File: config.mk
export PLATFORM = sky130hd
export DESIGN_NAME = pc_addr_unit_flat
export DESIGN_NICKNAME = d
export VERILOG_FILES = /design/src/rtl/cpu_pkg.sv /design/src/rtl/pc_addr_unit_if.sv /design/src/rtl/pc_addr_unit_branch_cond.sv /design/src/rtl/pc_addr_unit.sv /design/src/flat_wrapper.sv
export SDC_FILE = /design/constraint.sdc
export NUM_CORES = 1
export LEC_CHECK = 0
export CORE_MARGIN = 2
export CORE_UTILIZATION = 37
export CTS_BUF_LIST = sky130_fd_sc_hd__clkbuf_8
export DETAILED_ROUTE_END_ITERATION = 12
export PLACE_DENSITY_LB_ADDON = 0.2
export SLEW_MARGIN = 20
export SYNTH_ARGS = -nofsm -noshare
export SYNTH_HDL_FRONTEND = slang
export SYNTH_SLANG_ARGS = --single-unit
export TNS_END_PERCENT = 100
File: constraint.sdc
create_clock -name clk -period 2.64 [get_ports clk]
set_input_delay 0.528 -clock clk [delete_from_list [all_inputs] [get_ports clk]]
set_output_delay 0.528 -clock clk [all_outputs]
set_load 0.01 [all_outputs]
File: src/rtl/cpu_pkg.sv
// Shared CPU constants: PC source select encodings, branch condition codes
// and the controller state encoding used by the stage upstream of this one.
package cpu_pkg;

  // PC source select driven by the controller alongside pc_load
  typedef enum logic [1:0] {
    PCSEL_INC = 2'b00,  // PC + 1
    PCSEL_BR  = 2'b01,  // conditional branch, PC + sext(imm8)
    PCSEL_REG = 2'b10,  // PC <= C register (BX/BLX style)
    PCSEL_BL  = 2'b11   // unconditional branch, PC + sext(imm8)
  } pc_sel_e;

  // Branch condition field IR[10:8]; codes 5..7 are reserved and never taken
  typedef enum logic [2:0] {
    COND_B  = 3'd0,
    COND_EQ = 3'd1,
    COND_NE = 3'd2,
    COND_LT = 3'd3,
    COND_LE = 3'd4
  } cond_e;

  // Controller state encoding, kept here so both stages share one package
  typedef enum logic [2:0] {
    ST_FETCH   = 3'd0,
    ST_DECODE  = 3'd1,
    ST_EXECUTE = 3'd2,
    ST_MEM     = 3'd3,
    ST_HALT    = 3'd4
  } ctrl_state_e;

endpackage

File: src/rtl/pc_addr_unit_if.sv
// Bus between the controller/datapath and the PC/address stage.
interface pc_addr_unit_if #(
  parameter int PC_W   = 9,
  parameter int DATA_W = 16,
  parameter int CNT_W  = 16
);
  logic              pc_reset;
  logic              pc_load;
  logic [1:0]        pc_sel;
  logic              addr_sel;
  logic              loadm;
  logic [2:0]        cond;
  logic [7:0]        imm8;
  logic              flag_n;
  logic              flag_z;
  logic              flag_v;
  logic [DATA_W-1:0] c_in;
  logic              halt;
  logic [PC_W-1:0]   pc;
  logic [PC_W-1:0]   mem_addr;
  logic              br_taken;
  logic [CNT_W-1:0]  fetch_cnt;

  // Controller / datapath side
  modport master (
    output pc_reset, pc_load, pc_sel, addr_sel, loadm, cond, imm8,
           flag_n, flag_z, flag_v, c_in, halt,
    input  pc, mem_addr, br_taken, fetch_cnt
  );

  // PC/address stage side
  modport slave (
    input  pc_reset, pc_load, pc_sel, addr_sel, loadm, cond, imm8,
           flag_n, flag_z, flag_v, c_in, halt,
    output pc, mem_addr, br_taken, fetch_cnt
  );
endinterface

File: src/rtl/pc_addr_unit_branch_cond.sv
// Branch condition evaluator: maps IR condition code and N/Z/V to taken.
module branch_cond
  import cpu_pkg::*;
(
  input  logic [2:0] cond,
  input  logic       n,
  input  logic       z,
  input  logic       v,
  output logic       taken
);

  // Signed compare conditions use N!=V as "less than"; reserved codes fall to 0
  always_comb begin
    taken = 1'b0;
    case (cond)
      COND_B:  taken = 1'b1;
      COND_EQ: taken = z;
      COND_NE: taken = ~z;
      COND_LT: taken = n ^ v;
      COND_LE: taken = (n ^ v) | z;
      default: taken = 1'b0;
    endcase
  end

endmodule

File: src/rtl/pc_addr_unit.sv
// PC register, data-address register, branch resolution, memory address mux
// and a saturating debug counter of sequential fetches.
module pc_addr_unit
  import cpu_pkg::*;
#(
  parameter int PC_W   = 9,
  parameter int DATA_W = 16,
  parameter int CNT_W  = 16
) (
  input  logic           clk,
  input  logic           reset_n,
  pc_addr_unit_if.slave  bus
);

  logic [PC_W-1:0]  pc_q, pc_d;
  logic [PC_W-1:0]  da_q, da_d;
  logic             br_taken_q, br_taken_d;
  logic [CNT_W-1:0] fetch_cnt_q, fetch_cnt_d;
  logic             cond_taken;
  logic [PC_W-1:0]  br_target;

  branch_cond u_branch_cond (
    .cond  (bus.cond),
    .n     (bus.flag_n),
    .z     (bus.flag_z),
    .v     (bus.flag_v),
    .taken (cond_taken)
  );

  // PC already points past the branch, so the offset is added with no extra +1
  assign br_target = pc_q + {{(PC_W-8){bus.imm8[7]}}, bus.imm8};

  // Next-state for PC, branch flag and fetch counter (halt freezes all three)
  always_comb begin
    pc_d        = pc_q;
    br_taken_d  = br_taken_q;
    fetch_cnt_d = fetch_cnt_q;
    if (!bus.halt && bus.pc_load) begin
      br_taken_d = 1'b0;
      if (bus.pc_reset) begin
        pc_d = '0;
      end else begin
        case (pc_sel_e'(bus.pc_sel))
          PCSEL_INC: begin
            pc_d = pc_q + 1'b1;
            if (fetch_cnt_q != {CNT_W{1'b1}}) begin
              fetch_cnt_d = fetch_cnt_q + 1'b1;
            end
          end
          PCSEL_BR: begin
            br_taken_d = cond_taken;
            if (cond_taken) begin
              pc_d = br_target;
            end
          end
          PCSEL_REG: pc_d = bus.c_in[PC_W-1:0];
          PCSEL_BL: begin
            br_taken_d = 1'b1;
            pc_d       = br_target;
          end
          default: pc_d = pc_q;
        endcase
      end
    end
  end

  // Data-address register loads from C regardless of halt
  always_comb begin
    da_d = bus.loadm ? bus.c_in[PC_W-1:0] : da_q;
  end

  // State registers with asynchronous clear
  always_ff @(posedge clk or negedge reset_n) begin
    if (!reset_n) begin
      pc_q        <= '0;
      da_q        <= '0;
      br_taken_q  <= 1'b0;
      fetch_cnt_q <= '0;
    end else begin
      pc_q        <= pc_d;
      da_q        <= da_d;
      br_taken_q  <= br_taken_d;
      fetch_cnt_q <= fetch_cnt_d;
    end
  end

  // Outputs; pc shows the pre-update value during a load, giving the link address
  assign bus.pc        = pc_q;
  assign bus.mem_addr  = bus.addr_sel ? pc_q : da_q;
  assign bus.br_taken  = br_taken_q;
  assign bus.fetch_cnt = fetch_cnt_q;

endmodule

File: src/flat_wrapper.sv
// flat-port wrapper written by rule: the top's interface ports become plain ports
module pc_addr_unit_flat import cpu_pkg::*;
#(
  parameter int PC_W   = 9,
  parameter int DATA_W = 16,
  parameter int CNT_W  = 16
)
  (clk, reset_n, bus_pc_reset, bus_pc_load, bus_pc_sel, bus_addr_sel, bus_loadm, bus_cond, bus_imm8, bus_flag_n, bus_flag_z, bus_flag_v, bus_c_in, bus_halt, bus_pc, bus_mem_addr, bus_br_taken, bus_fetch_cnt);
  pc_addr_unit_if #(.PC_W(PC_W), .DATA_W(DATA_W), .CNT_W(CNT_W)) bus_i ();
  input  logic clk;
  input  logic reset_n;
  input wire logic [$bits(bus_i.pc_reset)-1:0] bus_pc_reset;
  input wire logic [$bits(bus_i.pc_load)-1:0] bus_pc_load;
  input wire logic [$bits(bus_i.pc_sel)-1:0] bus_pc_sel;
  input wire logic [$bits(bus_i.addr_sel)-1:0] bus_addr_sel;
  input wire logic [$bits(bus_i.loadm)-1:0] bus_loadm;
  input wire logic [$bits(bus_i.cond)-1:0] bus_cond;
  input wire logic [$bits(bus_i.imm8)-1:0] bus_imm8;
  input wire logic [$bits(bus_i.flag_n)-1:0] bus_flag_n;
  input wire logic [$bits(bus_i.flag_z)-1:0] bus_flag_z;
  input wire logic [$bits(bus_i.flag_v)-1:0] bus_flag_v;
  input wire logic [$bits(bus_i.c_in)-1:0] bus_c_in;
  input wire logic [$bits(bus_i.halt)-1:0] bus_halt;
  output wire logic [$bits(bus_i.pc)-1:0] bus_pc;
  output wire logic [$bits(bus_i.mem_addr)-1:0] bus_mem_addr;
  output wire logic [$bits(bus_i.br_taken)-1:0] bus_br_taken;
  output wire logic [$bits(bus_i.fetch_cnt)-1:0] bus_fetch_cnt;
  assign bus_i.pc_reset = bus_pc_reset;
  assign bus_i.pc_load = bus_pc_load;
  assign bus_i.pc_sel = bus_pc_sel;
  assign bus_i.addr_sel = bus_addr_sel;
  assign bus_i.loadm = bus_loadm;
  assign bus_i.cond = bus_cond;
  assign bus_i.imm8 = bus_imm8;
  assign bus_i.flag_n = bus_flag_n;
  assign bus_i.flag_z = bus_flag_z;
  assign bus_i.flag_v = bus_flag_v;
  assign bus_i.c_in = bus_c_in;
  assign bus_i.halt = bus_halt;
  assign bus_pc = bus_i.pc;
  assign bus_mem_addr = bus_i.mem_addr;
  assign bus_br_taken = bus_i.br_taken;
  assign bus_fetch_cnt = bus_i.fetch_cnt;
  pc_addr_unit #(.PC_W(PC_W), .DATA_W(DATA_W), .CNT_W(CNT_W)) u_core (.clk(clk), .reset_n(reset_n), .bus(bus_i));
endmodule
==> summary.txt <==
Timing
  • RSZ-0062 raised after global routing: false
  • Slew margin rel.: 68.4%
  • Max Clock Freq: 0.397 GHz
  • Final Hold Viols: 0
  • Max Slew Vio Count: 0
  • Fin crit share: 95.4%
  • Worst Skew: 0.00963 ns
  • Worst-Margin Slew: 0.473 ns
  • # setup viols final: 0
  • Minimum clock period: 2.52 ns

Finish
  • Fill cells: 540
  • Post-route cell area: 3300 um^2
  • Flip-flop and latch area: 876 um^2
  • Ant diodes: 0
  • Layout area overhead: 50.4%
  • Layout cells sized above 1: 23.0%
  • Nets@finish: 353
  • Multi-input gate area: 1270 um^2

Global route
  • Vias in the first global route: 1890
  • GR peak layer: met2
  • First-pass GRT wire length: 8690 um
  • GRT Overall Usage: 17.0%
  • Antenna violations before repair: 0
  • GRT overflow: 0
  • Met2 usage: 27.8%
  • GR Layer Usage met1: 22.9%
  • Met3 GRT Util: 2.89%
  • Largest net degree at the start of global routing: 36

Floorplan
  • Die Wd: 81.0 um
  • Die area: 6560 um^2
  • Core Rows: 28
  • Core ar.: 5820 um^2
  • Die Y: 81.0 um
  • Initial core utilization: 37.7%
  • Top Ports: 74

Route
  • Pre-Repair DR Iteration Count: 4
  • Via count: 1913
  • Post-DRT Antenna Nets: 0
  • Final wirelength: 5210 um
  • Vias per cell: 5.03
  • Wire per inst: 13.7 um
  • Remaining DRCs: 0
  • Initial detailed-routing violation count: 38

Synth
  • Cell count after synthesis: 209
  • EDFF count, synth: 0
  • Post-synth top area cell: dfrtp_1
  • Synthesized flop and latch total: 35
  • Cell with the most instances after synthesis: dfrtp_1
  • Yosys warnings: 0
  • Sequential share of the synthesized area: 39.9%
  • Synthesized area: 2190 um^2
  • Post-synth top cells: dfrtp_1 (35), mux2_2 (21), xnor2_1 (14), nand2_1 (13), nor2_1 (12)
  • Top cell type's share of synthesized area: 39.9%
  • Async set-reset flop share out of synthesis: 100%
  • Synth Net Count: 258
  • Synthesized area per cell: 10.5 um^2
  • Synth unique cells: 47
  • Synth Flop Type: dfrtp_1
  • Ranking of synthesized cells by area: dfrtp_1 (40%), mux2_2 (11%), xnor2_1 (5.6%)

Power
  • Peak VDD IR: 0.000283 V
  • Cell Pwr Density: 574 nW/um^2
  • Pleak: 0.00147 uW
  • Pwr Total: 1890 uW

Placed design
  • Port buffer count: 66
  • Area after DPL: 3140 um^2
  • Placed wire-length estimate: 4040 um
  • Routability cong.: 0.861

Worst setup path
  • CP required: 2.11 ns
  • Critical path class: in -> out
  • Worst path max stage delay: 0.51 ns
  • Launch point of the worst path: bus_addr_sel
  • Max FO, Critical Path: 9
  • Crit. End Element: output pin
  • CP arrival: 1.99 ns
  • CP Launch Type: primary input
  • Slowest-stage cell, CP: clkdlybuf4s50_1
  • Worst path most repeated cell: clkdlybuf4s50_1
  • CP Cell Sequence: clkdlybuf4s50_1 -> buf_12 -> mux2_2 -> clkdlybuf4s50_1
  • Worst reg2reg startpoint: u_core.bus.pc[0]$_DFFE_PN0P_

Outcome
  • Status: finished clean

Clock tree
  • CTS buffer count: 5
  • Clk sinks: 35
  • Root Driver: clkbuf_8
  • CTS tree: done
  • Clk buf depth: 2
  • Clock transition at path regs: 0.07 ns
  • Clk_lat worst skew: 0.29 ns
  • H-tree depth: 2

Worst hold path
  • Hold Crit Class: reg -> reg
  • Worst Hold Launch: u_core.bus.br_taken$_DFFE_PN0P_

Flow run
  • Max cap viols: 0
[final timing paths]
path	slack [ns]	cells after the start	endpoint
min reg2reg	0.49	2	u_core.bus.br_taken$_DFFE_PN0P_
max reg2reg	0.57	8	u_core.bus.pc[6]$_DFFE_PN0P_
max	0.12	4	bus_mem_addr[8]
max in group asynchronous	1.66	2	u_core.bus.fetch_cnt[4]$_DFFE_PN0P_
min in group asynchronous	0.64	2	u_core.da_q[6]$_DFFE_PN0P_
min	0.49	2	u_core.bus.br_taken$_DFFE_PN0P_
[cell usage in the layout (no fill, tap or decap), drive strengths merged, types with 2 or more instances in the layout]
| cell | n |
|---|---|
| dfrtp | 35 |
| mux2i | 2 |
| nand3 | 6 |
| bufinv | 2 |
| clkbuf | 5 |
| a211oi | 5 |
| nand2 | 13 |
| nand4 | 6 |
| o21a | 2 |
| clkdlybuf4s50 | 65 |
| mux2 | 24 |
| and3 | 4 |
| a22o | 3 |
| xor2 | 6 |
| and2 | 8 |
| buf | 28 |
| o21ai | 6 |
| nor2 | 13 |
| ha | 9 |
| nand2b | 3 |
| xnor2 | 14 |
| a21o | 3 |
| a32o | 2 |
| nor2b | 3 |
| a21oi | 8 |
| nor3 | 3 |
| o211ai | 2 |
| inv | 7 |
[area by class of cell]
class | instances | area share, %
Clock buffer | 5 | 2.09
Clock inverter | 3 | 2.05
Inverter | 7 | 0.796
Multi-Input combinational cell | 161 | 38.5
Sequential cell | 35 | 26.5
Tap cell | 75 | 2.84
Timing Repair Buffer | 94 | 27.2
[critical path, delay by kind of cell]
kind	cells	cell delay, ns
buf+inv	3	1.13
mux	1	0.33
[power breakdown]
part,leakage (uW),switching [uW],internal (uW),total (uW)
sequential,0.000457,67.3,601,668
clock,0.0000644,206,377,583
combinational,0.000944,254,388,642
total,0.00147,527,1370,1890
[through the flow]
stage | util, % | setup slack, ns | TNS [ns] | std cells | hold WS (ns)
3_3_place_gp | 53.9 | -0.294 | -0.719 | 370 | 0.466
3_5_place_dp | 53.9 | -0.310 | -0.774 | 370 | 0.479
2_1_floorplan | - | 0.228 | 0 | 209 | 0.232
5_1_grt | 56.7 | 0.0864 | 0 | 380 | 0.523
6_report | 56.7 | 0.121 | 0 | 380 | 0.488
4_1_cts | 56.3 | 0.0502 | 0 | 378 | 0.497
[routing by layer]
layer  vias up  routed length (um)
met1       910                2440
li1        948                   -
met4         0                  61
met2        47                2480
met3         8                 230
met5         -                   0
[timing repair]
item                       4_1_cts  5_1_grt
setup endpoints to repair        1        2
hold buffers                     0        0
gates resized for setup          1        4
hold endpoints to repair         0        0
buffers inserted                 0        2
[registers in the layout, summed over array words and instances (netlist names)]
register              count
u_core.bus.pc             9
u_core.da_q               9
u_core.bus.fetch_cnt     16
u_core.bus.br_taken       1
[kinds of logic after synthesis]
family | count (synthesis) | synth area share (%)
adders and majority gates | 10 | 6.05
xor gates and xnor gates | 20 | 7.99
AOI/OAI and AO/OA | 41 | 13.6
DFF | 35 | 39.9
and+or+nand+nor | 64 | 16.0
buffers and inverters | 13 | 2.62
muxes | 26 | 13.7
(Power assumes the default switching activity.)
